File: src/rtl/calculator_pkg.sv
// Shared widths and the result-buffer state type for the calculator datapath.
// Also holds the small helpers the buffer FSM uses to decode its state.
package calculator_pkg;

    localparam int DATA_W        = 32;
    localparam int MEM_WORD_SIZE = 64;
    localparam int ADDR_W        = 16;

    typedef enum logic [1:0] {
        S_EMPTY = 2'b00,
        S_LO    = 2'b01,
        S_HI    = 2'b10,
        S_FULL  = 2'b11
    } buf_state_t;

    // State reached from an empty buffer when a result lands in the chosen half.
    function automatic buf_state_t fill_target(input logic upper);
        return upper ? S_HI : S_LO;
    endfunction

    // True when the chosen half already holds a result in a partial word.
    function automatic logic half_taken(input buf_state_t st, input logic upper);
        return (st == S_LO && !upper) || (st == S_HI && upper);
    endfunction

endpackage

File: src/rtl/result_buffer_if.sv
// Adder-result handshake plus packed-word/ack handshake of the result buffer.
// slave = the buffer itself, master = the adder/controller side driving it.
interface result_buffer_if #(
    parameter int DATA_W        = calculator_pkg::DATA_W,
    parameter int MEM_WORD_SIZE = calculator_pkg::MEM_WORD_SIZE
);
    logic                     res_valid_i;
    logic                     res_ready_o;
    logic [DATA_W-1:0]        res_i;
    logic                     carry_i;
    logic                     buffer_control_i;
    logic [MEM_WORD_SIZE-1:0] buff_result_o;
    logic                     word_valid_o;
    logic                     word_ack_i;
    logic [1:0]               carry_o;
    logic                     err_o;

    modport slave (
        input  res_valid_i, res_i, carry_i, buffer_control_i, word_ack_i,
        output res_ready_o, buff_result_o, word_valid_o, carry_o, err_o
    );

    modport master (
        output res_valid_i, res_i, carry_i, buffer_control_i, word_ack_i,
        input  res_ready_o, buff_result_o, word_valid_o, carry_o, err_o
    );
endinterface

File: src/rtl/result_buffer_buffer_half.sv
// One half of the packed word: data register plus its carry bit.
// Clear drops only the carry; load wins over clear so an ack+accept refills cleanly.
module buffer_half #(
    parameter int WIDTH = 32
) (
    input  logic             clk_i,
    input  logic             rst_i,
    input  logic             clr,
    input  logic             load,
    input  logic [WIDTH-1:0] data_in,
    input  logic             carry_in,
    output logic [WIDTH-1:0] data,
    output logic             carry
);

    always_ff @(posedge clk_i) begin
        if (rst_i) begin
            data  <= '0;
            carry <= 1'b0;
        end else if (load) begin
            data  <= data_in;
            carry <= carry_in;
        end else if (clr) begin
            carry <= 1'b0;
        end
    end

endmodule

File: src/rtl/result_buffer.sv
// Packs two adder results into one memory word, tracking per-half carry-out,
// and holds the word until the controller acknowledges the write.
module result_buffer
    import calculator_pkg::*;
(
    input  logic           clk_i,
    input  logic           rst_i,
    result_buffer_if.slave bus
);

    buf_state_t        state;
    logic              ready;
    logic              accept;
    logic              ack_full;
    logic              upper;
    logic              dup;
    logic              load_lo;
    logic              load_hi;
    logic              err;
    logic [DATA_W-1:0] lo_data;
    logic [DATA_W-1:0] hi_data;
    logic              lo_carry;
    logic              hi_carry;

    generate
        if (MEM_WORD_SIZE != 2 * DATA_W) begin : g_width_check
            $error("MEM_WORD_SIZE must be twice DATA_W");
        end
    endgenerate

    // Ready depends only on state and ack, never on res_valid_i.
    assign ready    = (state != S_FULL) || bus.word_ack_i;
    assign accept   = bus.res_valid_i && ready;
    assign ack_full = (state == S_FULL) && bus.word_ack_i;
    assign upper    = bus.buffer_control_i;
    assign dup      = accept && half_taken(state, upper);
    assign load_lo  = accept && !upper && !dup;
    assign load_hi  = accept &&  upper && !dup;

    buffer_half #(.WIDTH(DATA_W)) u_lower (
        .clk_i    (clk_i),
        .rst_i    (rst_i),
        .clr      (ack_full),
        .load     (load_lo),
        .data_in  (bus.res_i),
        .carry_in (bus.carry_i),
        .data     (lo_data),
        .carry    (lo_carry)
    );

    buffer_half #(.WIDTH(DATA_W)) u_upper (
        .clk_i    (clk_i),
        .rst_i    (rst_i),
        .clr      (ack_full),
        .load     (load_hi),
        .data_in  (bus.res_i),
        .carry_in (bus.carry_i),
        .data     (hi_data),
        .carry    (hi_carry)
    );

    always_ff @(posedge clk_i) begin
        if (rst_i) begin
            state <= S_EMPTY;
            err   <= 1'b0;
        end else begin
            case (state)
                S_EMPTY: begin
                    if (accept) state <= fill_target(upper);
                end
                S_LO: begin
                    if (accept) begin
                        if (upper) state <= S_FULL;
                        else       err   <= 1'b1;
                    end
                end
                S_HI: begin
                    if (accept) begin
                        if (!upper) state <= S_FULL;
                        else        err   <= 1'b1;
                    end
                end
                S_FULL: begin
                    // An ack empties the buffer first, so a same-cycle result starts a new word.
                    if (bus.word_ack_i) state <= accept ? fill_target(upper) : S_EMPTY;
                end
                default: state <= S_EMPTY;
            endcase
        end
    end

    assign bus.res_ready_o   = ready;
    assign bus.word_valid_o  = (state == S_FULL);
    assign bus.buff_result_o = {hi_data, lo_data};
    assign bus.carry_o       = {hi_carry, lo_carry};
    assign bus.err_o         = err;

endmodule

File: src/flat_wrapper.sv
// flat-port wrapper written by rule: the top's interface ports become plain ports
module result_buffer_flat import calculator_pkg::*;
  (clk_i, rst_i, bus_res_valid_i, bus_res_i, bus_carry_i, bus_buffer_control_i, bus_word_ack_i, bus_res_ready_o, bus_buff_result_o, bus_word_valid_o, bus_carry_o, bus_err_o);
  result_buffer_if bus_i ();
  input  logic clk_i;
  input  logic rst_i;
  input wire logic [$bits(bus_i.res_valid_i)-1:0] bus_res_valid_i;
  input wire logic [$bits(bus_i.res_i)-1:0] bus_res_i;
  input wire logic [$bits(bus_i.carry_i)-1:0] bus_carry_i;
  input wire logic [$bits(bus_i.buffer_control_i)-1:0] bus_buffer_control_i;
  input wire logic [$bits(bus_i.word_ack_i)-1:0] bus_word_ack_i;
  output wire logic [$bits(bus_i.res_ready_o)-1:0] bus_res_ready_o;
  output wire logic [$bits(bus_i.buff_result_o)-1:0] bus_buff_result_o;
  output wire logic [$bits(bus_i.word_valid_o)-1:0] bus_word_valid_o;
  output wire logic [$bits(bus_i.carry_o)-1:0] bus_carry_o;
  output wire logic [$bits(bus_i.err_o)-1:0] bus_err_o;
  assign bus_i.res_valid_i = bus_res_valid_i;
  assign bus_i.res_i = bus_res_i;
  assign bus_i.carry_i = bus_carry_i;
  assign bus_i.buffer_control_i = bus_buffer_control_i;
  assign bus_i.word_ack_i = bus_word_ack_i;
  assign bus_res_ready_o = bus_i.res_ready_o;
  assign bus_buff_result_o = bus_i.buff_result_o;
  assign bus_word_valid_o = bus_i.word_valid_o;
  assign bus_carry_o = bus_i.carry_o;
  assign bus_err_o = bus_i.err_o;
  result_buffer u_core (.clk_i(clk_i), .rst_i(rst_i), .bus(bus_i));
endmodule
File: config.mk
export PLATFORM = sky130hd
export DESIGN_NAME = result_buffer_flat
export DESIGN_NICKNAME = d
export VERILOG_FILES = /design/src/rtl/calculator_pkg.sv /design/src/rtl/result_buffer_if.sv /design/src/rtl/result_buffer_buffer_half.sv /design/src/rtl/result_buffer.sv /design/src/flat_wrapper.sv
export SDC_FILE = /design/constraint.sdc
export NUM_CORES = 1
export LEC_CHECK = 0
export BUFFER_PORTS_ARGS = -buffer_cell sky130_fd_sc_hd__buf_4
export CORE_MARGIN = 1.5
export CORE_UTILIZATION = 50
export CTS_CLUSTER_DIAMETER = 200
export DETAILED_ROUTE_END_ITERATION = 8
export MAX_ROUTING_LAYER = met4
export PLACE_DENSITY_LB_ADDON = 0.1
export SLEW_MARGIN = 10
export SYNTH_ARGS = -nofsm -noshare
export SYNTH_HDL_FRONTEND = slang
export SYNTH_SLANG_ARGS = --single-unit
File: constraint.sdc
create_clock -name clk_i -period 4.6 [get_ports clk_i]
set_input_delay 1.38 -clock clk_i [delete_from_list [all_inputs] [get_ports clk_i]]
set_output_delay 1.38 -clock clk_i [all_outputs]
set_load 0.1 [all_outputs]
== Word-level counts from Yosys, hierarchy flattened ==
Index checks and enable logic that the tools add are counted.

* Word-level logic and storage cells: 54
* Register bits: 69
* Bits of input ports: 38
* Output and inout bits: 69

* Reductions and logical operators: 19
* Muxes and demuxes: 17
* Eq/ne operators: 12

{| class="wikitable"
|+ Operator list
! cell !! number
|-
| 2-to-1 mux 2 bit || 8
|-
| inequality test 2 bit, second input constant || 6
|-
| logical AND 1 bit || 9
|-
| case mux 2 bit (4 select lines) || 1
|-
| 2-to-1 mux 1 bit || 7
|-
| inequality test 2 x 1 -> 1 bit, second input constant || 3
|-
| AND reduction 6 bit || 1
|-
| nonzero test 2 bit || 3
|-
| AND reduction 5 bit || 1
|-
| == test 2 bit, second input constant || 2
|-
| == test 2 x 1 -> 1 bit, second input constant || 1
|-
| logical NOT 1 bit || 2
|-
| logical NOT 2 bit || 1
|-
| logical OR 1 bit || 2
|-
| case mux 1 bit (2 select lines) || 1
|}

== Logic depth before layout (Yosys ltp) ==
Gate-level depths: netlist of the first run.

* Depth after elaboration: 7
* Gate-level depth with buffers: 8
* Mapped depth without buffers: 5

== Hierarchy ==
Synthesis of the first run repeated with hierarchy kept, for this count alone.

* Cells, all modules: 253
* Area total of the unflattened synthesis: 2657.5 um^2

{| class="wikitable"
|+ Modules (own cells, without submodules)
! module !! seq. area each (um^2) !! area each (um^2) !! times used !! cells an instance
|-
| buffer_half || 660.6 || 1168.6 || 2 || 108
|-
| result_buffer || 60.1 || 320.3 || 1 || 37
|}

== Worst setup path after synthesis of the first run ==
No wires, ideal clock.

* Path type: input to output
* Start: input bus_word_ack_i
* End: output bus_res_ready_o
* Cell stages on the path: 4
* Setup slack: 582 ps
* Required time: 3220 ps
* Path buffers: 2
* Arrival: 2638 ps
* Path through: nor2b_1 > buf_2 > inv_2 > clkbuf_1

* Cells in the longest elaborated chain, start to end: 1

{| class="wikitable"
|+ RTL lines
! item !! RTL line !! RTL
|-
| start: declaration || flat_wrapper.sv:11 || <nowiki>input wire logic [$bits(bus_i.word_ack_i)-1:0] bus_word_ack_i;</nowiki>
|-
| logical OR 1 bit || result_buffer.sv:32 || <nowiki>assign ready = (state != S_FULL) || bus.word_ack_i;</nowiki>
|-
| end: declaration || flat_wrapper.sv:12 || <nowiki>output wire logic [$bits(bus_i.res_ready_o)-1:0] bus_res_ready_o;</nowiki>
|}

No other way between the ends.

== Worst setup path in the final report of the first run ==
Same ends and word-level chain as after synthesis.

==> flow_summary.ini, run 1 <==
[die]
die_y_um = 82.2
ios = 107
start_util = 0.523
die_area_mm2 = 0.00675
rows = 28
core_area_mm2 = 0.00599
die_w_um = 82.2

[setup_path]
startpoint_type = input port
crit_top_cell = buf_4
critPathMaxStageDelay_ps = 230
cp.arrival_ps = 1920
path_class = in -> out
cp_slowest_cell = buf_4
crit_required_ps = 3220
cp_cell_sequence = buf_4 -> nor2b_4 -> inv_2 -> buf_4
cp_max_fo = 4
end_kind = output pin

[clock_network]
cts_hold_buf = 0
cts_setup_buffers = 0
clk_pin_slew_ps = 70
cts_tree = yes
clkSinkCount = 69
clockBufferDepth = 2
clock_latency_ps = 330
postCtsResizedCells = 0
cts_buffers = 9
cts-root-buf = clkbuf_8
htreeDepth = 3

[detailed_routing]
dr.pass1.iters = 5
wire_per_inst_um = 18.2
drc = 0
drtAntennaViolNets = 0
via_per_inst = 6.38
vias = 3210
drt_iter0_markers = 304
postRouteWirelength_mm = 9.17

[pwr]
switchingPower_uw = 671
power_leakage_uw = 0.00162
p_comb_frac = 0.342
ir_worst_vdd_uv = 271
cellPowerDensity_mw_per_mm2 = 412
power.total_uw = 1650
p_sw_frac = 0.407
internal_power_uw = 977
pwr-share-seq = 0.401
p_clk_frac = 0.257

[synthesis]
ys_ff_latch = 69
yosys-top-cells-count = 69 x dfxtp_1, 67 x nand4_1, 66 x a21oi_1
syn_area_per_cell_um2 = 8.83
ys_seq_area_frac = 0.441
synth_nets = 398
synth_edf_count = 0
synthTopCellsByArea = dfxtp_1 44%, o31ai_1 15%, nand4_1 13%, a21oi_1 11%, clkbuf_1 3.7%
synth_cells = 355
synth_top_cell_area_share = 0.441
synth_ff_type = dfxtp_1
yosysWarnings = 0
synth_top_cell_by_area = dfxtp_1
synth_most_common_cell = dfxtp_1
synth_async_sr_flop_share = 0
netlist_area_mm2 = 0.00313
synth.distinct_cells = 27

[placement]
port_buffers = 106
place.gp.congestion = 0.784
dpl.hpwl_mm = 5.48

[sta]
max_freq_mhz = 303
hold_violations = 0
slew_headroom = 0.441
worst_slew_pin_slew_ps = 838
clock_skew_ps = 6.11
setup_viol = 0
rsz0062_at_grt = no
finalMaxSlewViolations = 0
fin_crit_sh = 0.718
period_needed_ps = 3300
tns_ps = 0

[flow_run]
drv.max_cap_violation_count = 0

[global_route]
grt_pass1_wl_mm = 14.0
antenna_found_initial = 0
grt_use_total = 0.278
globalRouteOverflowTotal = 0
grt_max_degree = 72
grt_pass1_vias = 2826

[layout]
fill_cells = 517
area_delta_synth_final_pct = 27.7
antennaDiodeCount = 0
final_nets = 467
drive_above_1_share = 0.318

[run_status]
status = finished clean

[min_path]
hold_path_class = reg -> reg
power by group through the flow:
| stage | Combinational, µW | Clock [µW] | Sequential, µW |
|---|---|---|---|
| after detailed placement | 563 | 0 | 674 |
| after global placement | 558 | 0 | 673 |
| after floorplan | 182 | 0 | 926 |
| after CTS | 564 | 427 | 661 |
| after global routing | 594 | 456 | 665 |
| final | 564 | 423 | 661 |
flip-flops by register name, indices dropped and copies added (netlist names):
name / count
u_core.bus.err_o: 1
u_core.state: 2
u_core.u_lower.carry: 1
u_core.u_lower.data: 32
u_core.u_upper.carry: 1
u_core.u_upper.data: 32
critical path, delay by kind of cell:
kind | cells | cell delay, ps
buf+inv | 3 | 420
simple gates | 1 | 120
logic make-up after synthesis:
family | Yosys count | share of synthesized area
flops | 69 | 0.441
simple gates | 82 | 0.162
buf+inv | 60 | 0.0858
fa+ha+maj | 5 | 0.0200
compound gates | 137 | 0.282
mux | 2 | 0.00958
cell usage in the layout, fill, tap and decap left out:
cell type,count
o311ai_0,2
buf_4,114
clkbuf_8,10
a211oi_1,1
nand4b_1,1
nor2_1,2
a21oi_1,66
nand4_1,67
ha_1,5
nand2_1,2
dfxtp_1,69
or3b_2,1
o31ai_1,64
clkbuf_1,3
or2_1,1
nand2b_1,3
inv_2,2
nand3b_1,1
o21ba_2,1
mux2_4,2
nor2b_2,1
nor2b_4,1
a31oi_1,2
clkinv_2,2
nor2_2,1
a221oi_4,1
or3_1,1
inv_1,2
metal layers:
| layer | share of wire | up-vias | global-route usage |
|---|---|---|---|
| met2 | 0.48 | 139 | 0.411 |
| met4 | 0.0091 | 0 | 0.0915 |
| met5 | 0 | - | - |
| met3 | 0.076 | 8 | 0.0703 |
| li1 | - | 1516 | - |
| met1 | 0.44 | 1547 | 0.373 |
metrics by stage:
step                      setup WS (ps)  area [µm²]  instances  utilization  hold slack [ps]
final                              1300        4000        503        0.668              472
after global routing               1280        4000        503        0.668              491
after CTS                          1300        4000        503        0.668              475
after detailed placement           1300        3840        488        0.641              464
after global placement             1300        3840        488        0.641              455
after floorplan                     582        3130        355            -              472
worst paths after layout:
| kind | startpoint | end | slack [ps] | cells after the start |
|---|---|---|---|---|
| hold / removal | u_core.u_lower.data[3] | u_core.u_lower.data[3] | 470 | 2 |
| setup / recovery | bus_word_ack_i | bus_res_ready_o | 1300 | 4 |
| setup reg to reg | u_core.state[0] | u_core.state[0] | 2400 | 5 |
| hold reg to reg | u_core.u_lower.data[3] | u_core.u_lower.data[3] | 470 | 2 |
area by class of cell:
cell class | instances | area, µm² | area share
Inverter | 4 | 15.0 | 0.00375
Tap cell | 75 | 93.8 | 0.0235
Multi-Input combinational cell | 226 | 1500 | 0.374
Timing Repair Buffer | 114 | 856 | 0.214
Clock buffer | 13 | 149 | 0.0372
Clock inverter | 2 | 10.0 | 0.00250
Sequential cell | 69 | 1380 | 0.345
Note: power is estimated with default switching activity, not from simulation.
==> run 2, diff against run 1 <==
--- a/config.mk
+++ b/config.mk
@@ -5,9 +5,10 @@
 export SDC_FILE = /design/constraint.sdc
 export NUM_CORES = 1
 export LEC_CHECK = 0
+export ABC_AREA = 1
 export BUFFER_PORTS_ARGS = -buffer_cell sky130_fd_sc_hd__buf_4
 export CORE_MARGIN = 1.5
-export CORE_UTILIZATION = 50
+export CORE_UTILIZATION = 43
 export CTS_CLUSTER_DIAMETER = 200
 export DETAILED_ROUTE_END_ITERATION = 8
 export MAX_ROUTING_LAYER = met4
==> constraint.sdc (replaced) <==
create_clock -name clk_i -period 2.8 [get_ports clk_i]
set_input_delay 0.84 -clock clk_i [delete_from_list [all_inputs] [get_ports clk_i]]
set_output_delay 0.84 -clock clk_i [all_outputs]
set_load 0.1 [all_outputs]
==> run 2 against run 1 <==
Compared with the run above:
- clock skew is 1.7 ps higher
- die area is 0.83% lower
- combinational power grew to 2.9 times the previous value
- highest routed layer unchanged
- register-to-register slack worse by 1500 ps
==> flow_summary.ini, run 2 <==
[run_status]
status = finished clean

[clock_network]
cts_hold_buf = 0
clk_pin_slew_ps = 70
postCtsResizedCells = 0
htreeDepth = 3
cts_setup_buffers = 0
cts-root-buf = clkbuf_8
clkSinkCount = 69
clockBufferDepth = 2
cts_buffers = 9
cts_tree = yes
clock_latency_ps = 330

[sta]
clock_skew_ps = 7.85
worst_slack_ps = 642
tns_ps = 0
finalMaxSlewViolations = 0
fin_crit_sh = 0.771
period_needed_ps = 2160
slew_headroom = 0.332
rsz0062_at_grt = no
setup_viol = 0
hold_violations = 0
worst_slew_pin_slew_ps = 1000
max_freq_mhz = 463

[setup_path]
cp_max_fo = 3
crit_top_cell = buf_4
end_kind = output pin
cp_cell_sequence = buf_4 -> inv_1 -> nand2_2 -> buf_4
reg2reg_depth = 6
cp_slowest_cell = buf_4
critPathMaxStageDelay_ps = 280
crit_required_ps = 1960
crit_buf_inv = 3
cp.arrival_ps = 1320
path_class = in -> out
startpoint_type = input port
cp_top_family = buffers and inverters
cp.depth = 4

[global_route]
grt_busiest_layer = met2
grt_pass1_vias = 2291
grt_use_total = 0.215
grt_max_degree = 36
use_met2 = 0.341
antenna_found_initial = 0
use_met1 = 0.267
globalRouteOverflowTotal = 0
met3_usage = 0.0533
grt_pass1_wl_mm = 10.7

[detailed_routing]
vias = 2585
drc = 0
wire_per_inst_um = 13.4
via_per_inst = 4.98
postRouteWirelength_mm = 6.96
dr.pass1.iters = 4
drtAntennaViolNets = 0
drt_iter0_markers = 145

[layout]
drive_above_1_share = 0.295
final_nets = 483
mostFrequentLayoutCells = 108 x buf_4, 72 x nor2_1, 69 x dfxtp_1, 49 x nand2_1, 38 x a21oi_1
area_delta_synth_final_pct = 37.3
antennaDiodeCount = 0
final_area_mm2 = 0.00367
final_common_cell = buf_4
reg_top3 = u_core.u_lower.data: 32 flops, u_core.u_upper.data: 32 flops, u_core.state: 2 flops

[synthesis]
synth_edf_count = 0
synth_most_common_cell = nor2_1
synth_top_cell_area_share = 0.517
syn_area_per_cell_um2 = 7.75
synth_top_cell_by_area = dfxtp_1
synth_cells = 345
netlist_area_mm2 = 0.00267
synth.distinct_cells = 19
synthTopCellsByArea = dfxtp_1 52%, nor2_1 10%, a21oi_1 7.1%, nand2_1 7.0%, nand3_1 6.7%
yosysWarnings = 0
synth_nets = 388
ys_ff_latch = 69
ys_seq_area_frac = 0.517
synth_ff_type = dfxtp_1
yosys-top-cells-count = 72 x nor2_1, 69 x dfxtp_1, 50 x nand2_1
synth_async_sr_flop_share = 0

[die]
die_w_um = 81.8
ios = 107
die_area_mm2 = 0.00670
core_area_mm2 = 0.00596
rows = 28
start_util = 0.449
die_y_um = 81.8

[flow_run]
drv.max_cap_violation_count = 0

[pwr]
cellPowerDensity_mw_per_mm2 = 1030
power_leakage_uw = 0.00165
power.total_uw = 3780
ir_worst_vdd_uv = 481

[min_path]
worstHoldPathCells = 2
hold_path_class = reg -> reg

[placement]
dp_slack_ps = 528
placed_area_mm2 = 0.00344
place.gp.congestion = 0.807
dpl.hpwl_mm = 4.58
port_buffers = 106
run 2: cells by family (layout without fill, tap and decap cells):
group           after synthesis  count (layout)  synth area share
simple gates                164             164             0.257
compound gates               73              73             0.137
flops                        69              69             0.517
buf+inv                      34             133            0.0665
fa+ha+maj                     5               5            0.0234
run 2: where the power goes:
| group | internal [µW] | switching, µW | total, µW |
|---|---|---|---|
| logic | 360 | 1290 | 1650 |
| clock network | 584 | 356 | 940 |
| registers | 1110 | 72.1 | 1190 |
run 2: metal layers:
metal	routed length [µm]	part of all wire
met2	3290	0.47
met4	89	0.013
met3	512	0.074
met1	3070	0.44
met5	0	0
run 2: path summary, 6_finish.rpt:
| path | slack, ps | start | endpoint |
|---|---|---|---|
| worst min-delay path | 460 | u_core.bus.err_o | u_core.bus.err_o |
| worst min register to register | 460 | u_core.bus.err_o | u_core.bus.err_o |
| worst max-delay path | 640 | bus_word_ack_i | bus_res_ready_o |
| worst max register to register | 890 | u_core.state[1] | u_core.u_lower.data[2] |
run 2: worst min-delay path: stages, from the launching register on:
cell and delay, ps:
dfxtp_1 310, inv_1 50, a21oi_1 50
run 2: area by class of cell:
class	instances	area, µm²
flip-flops and latches	69	1380
well taps	75	93.8
repair buffers	108	811
inverters	10	40.0
multi-input cells	242	1120
fillers	565	2290
clock inverters	5	100
clock buffers	10	128
run 2: per-stage QoR:
step | hold slack, ps | util | instances
3_3_place_gp | 449 | 0.578 | 504
3_5_place_dp | 453 | 0.578 | 504
4_1_cts | 463 | 0.616 | 519
6_report | 460 | 0.616 | 519
2_1_floorplan | 455 | - | 345
5_1_grt | 483 | 0.616 | 519
==> run 3, diff against run 2 <==
--- a/config.mk
+++ b/config.mk
@@ -8,7 +8,7 @@
 export ABC_AREA = 1
 export BUFFER_PORTS_ARGS = -buffer_cell sky130_fd_sc_hd__buf_4
 export CORE_MARGIN = 1.5
-export CORE_UTILIZATION = 43
+export CORE_UTILIZATION = 48
 export CTS_CLUSTER_DIAMETER = 200
 export DETAILED_ROUTE_END_ITERATION = 8
 export MAX_ROUTING_LAYER = met4
==> constraint.sdc (replaced) <==
create_clock -name clk_i -period 2.2 [get_ports clk_i]
set_input_delay 0.66 -clock clk_i [delete_from_list [all_inputs] [get_ports clk_i]]
set_output_delay 0.66 -clock clk_i [all_outputs]
set_load 0.1 [all_outputs]
==> run 3 against run 2 <==
Compared with the run above:
- cell area is 1.2% higher
- first-iteration DRC count is 18% higher
- worst setup slack worse by 360 ps
- register-to-register slack worse by 470 ps
- largest cell class unchanged
- power is 26% higher
- clock power is 21% higher
- sequential power is 27% higher
==> flow_summary.ini, run 3 (synthesis gave the netlist of run 2 again) <==
[global_route]
grt_use_total = 0.241
antenna_found_initial = 0
grt_max_degree = 35
globalRouteOverflowTotal = 0
grt_pass1_wl_mm = 11.1
grt_pass1_vias = 2429

[clock_network]
clkSinkCount = 69
cts_setup_buffers = 0
cts-root-buf = clkbuf_8
postCtsResizedCells = 0
cts_tree = yes
clk_pin_slew_ps = 70
cts_hold_buf = 0
htreeDepth = 3
cts_buffers = 9
clockBufferDepth = 2
clock_latency_ps = 340

[setup_path]
startpoint_type = flip-flop
cp_max_fo = 4
r2r_slack_ps = 420
critPathMaxStageDelay_ps = 390
reg2reg_depth = 7
rr_endpoint = u_core.u_lower.carry
cp_cell_sequence = ha_2 -> buf_4
cp_top_family = flip-flops
crit_path_start = u_core.state[0]
cp.arrival_ps = 1260
cp_slowest_cell = dfxtp_1
crit_required_ps = 1540
end_kind = output pin
r2r_start = u_core.state[1]
crit_buf_inv = 1
path_class = reg -> out

[detailed_routing]
drt_iter0_markers = 171
dr.pass1.iters = 4
wire_per_inst_um = 13.1
via_per_inst = 5.09
postRouteWirelength_mm = 6.83
vias = 2646
drc = 0
drtAntennaViolNets = 0

[sta]
hold_violations = 0
max_freq_mhz = 521
setup_viol = 0
clock_skew_ps = 8.00
rsz0062_at_grt = no
worst_slew_pin_slew_ps = 385
slew_headroom = 0.743
tns_ps = 0
fin_crit_sh = 0.872
period_needed_ps = 1920
finalMaxSlewViolations = 0

[flow_run]
drv.max_cap_violation_count = 0

[layout]
area_delta_synth_final_pct = 38.9
drive_above_1_share = 0.309
final_common_cell = buf_4
final_cells = 520
reg_top3 = u_core.u_lower.data: 32 flops, u_core.u_upper.data: 32 flops, u_core.state: 2 flops
antennaDiodeCount = 0
fill_cells = 460
final_nets = 488
mostFrequentLayoutCells = 112 x buf_4, 72 x nor2_1, 69 x dfxtp_1, 49 x nand2_1, 38 x a21oi_1

[min_path]
hold_path_class = reg -> reg
worstHoldPathCells = 2
holdPathEnd = u_core.u_lower.data[30]
worstHoldStart = u_core.u_lower.data[30]

[die]
core_area_mm2 = 0.00524
ios = 107
rows = 26
die_y_um = 77.6
start_util = 0.510
die_w_um = 77.6
die_area_mm2 = 0.00602

[pwr]
cellPowerDensity_mw_per_mm2 = 1290
power_leakage_uw = 0.00167
ir_worst_vdd_uv = 854

[placement]
dpl.hpwl_mm = 4.72
port_buffers = 106
placed_cells = 504
place.gp.congestion = 0.890

[run_status]
status = finished clean
-- run 3: changes by cell type in the layout (fill, tap and decap cells not counted), sizes merged --
cell / previous run / this run
clkinvlp: 0 / 1
clkinv: 2 / 3
buf: 108 / 113
bufinv: 3 / 2
-- run 3: tightest hold or removal path, stage by stage (launching register included) --
cell and delay, ps:
dfxtp_1 310, nand2_1 60, a21oi_1 50
-- run 3: final cells by class --
cell class | count | area (µm²) | area share
Sequential cell | 69 | 1380 | 0.372
Multi-Input combinational cell | 242 | 1120 | 0.301
Timing Repair Buffer | 113 | 861 | 0.232
Clock buffer | 10 | 138 | 0.0371
Tap cell | 70 | 87.6 | 0.0236
Clock inverter | 6 | 86.3 | 0.0233
Inverter | 10 | 40.0 | 0.0108
-- run 3: how the worst max path moves through the flow --
| stage | depth (start not counted) | to | slack, ps |
|---|---|---|---|
| after global placement | 6 | u_core.u_lower.carry | 330 |
| after floorplan | 2 | bus_res_ready_o | 160 |
| final | 2 | bus_word_valid_o | 280 |
| after CTS | 2 | bus_word_valid_o | 260 |
| after global routing | 3 | bus_res_ready_o | 200 |
| after detailed placement | 6 | u_core.u_lower.carry | 310 |
-- run 3: power breakdown --
part           internal, µW  switching, µW
Clock                   667            470
Combinational           476           1650
Sequential             1420           95.4
Total                  2560           2210
-- run 3: routing by layer --
metal / share of wire / wire [µm] / track usage / vias up
li1: - / - / - / 1324
met1: 0.42 / 2880 / 0.277 / 1224
met2: 0.48 / 3310 / 0.391 / 85
met3: 0.073 / 495 / 0.0624 / 13
met4: 0.020 / 136 / 0.113 / 0
met5: 0 / 0 / - / -
-- run 3: per-stage QoR --
step	setup WS, ps	utilization	power [µW]	hold WS, ps	area [µm²]
after floorplan	155	-	3250	455	2680
final	281	0.709	4770	462	3710
after global placement	326	0.666	3640	449	3490
after CTS	265	0.709	4800	462	3710
after global routing	203	0.709	5000	478	3710
after detailed placement	311	0.666	3670	451	3490
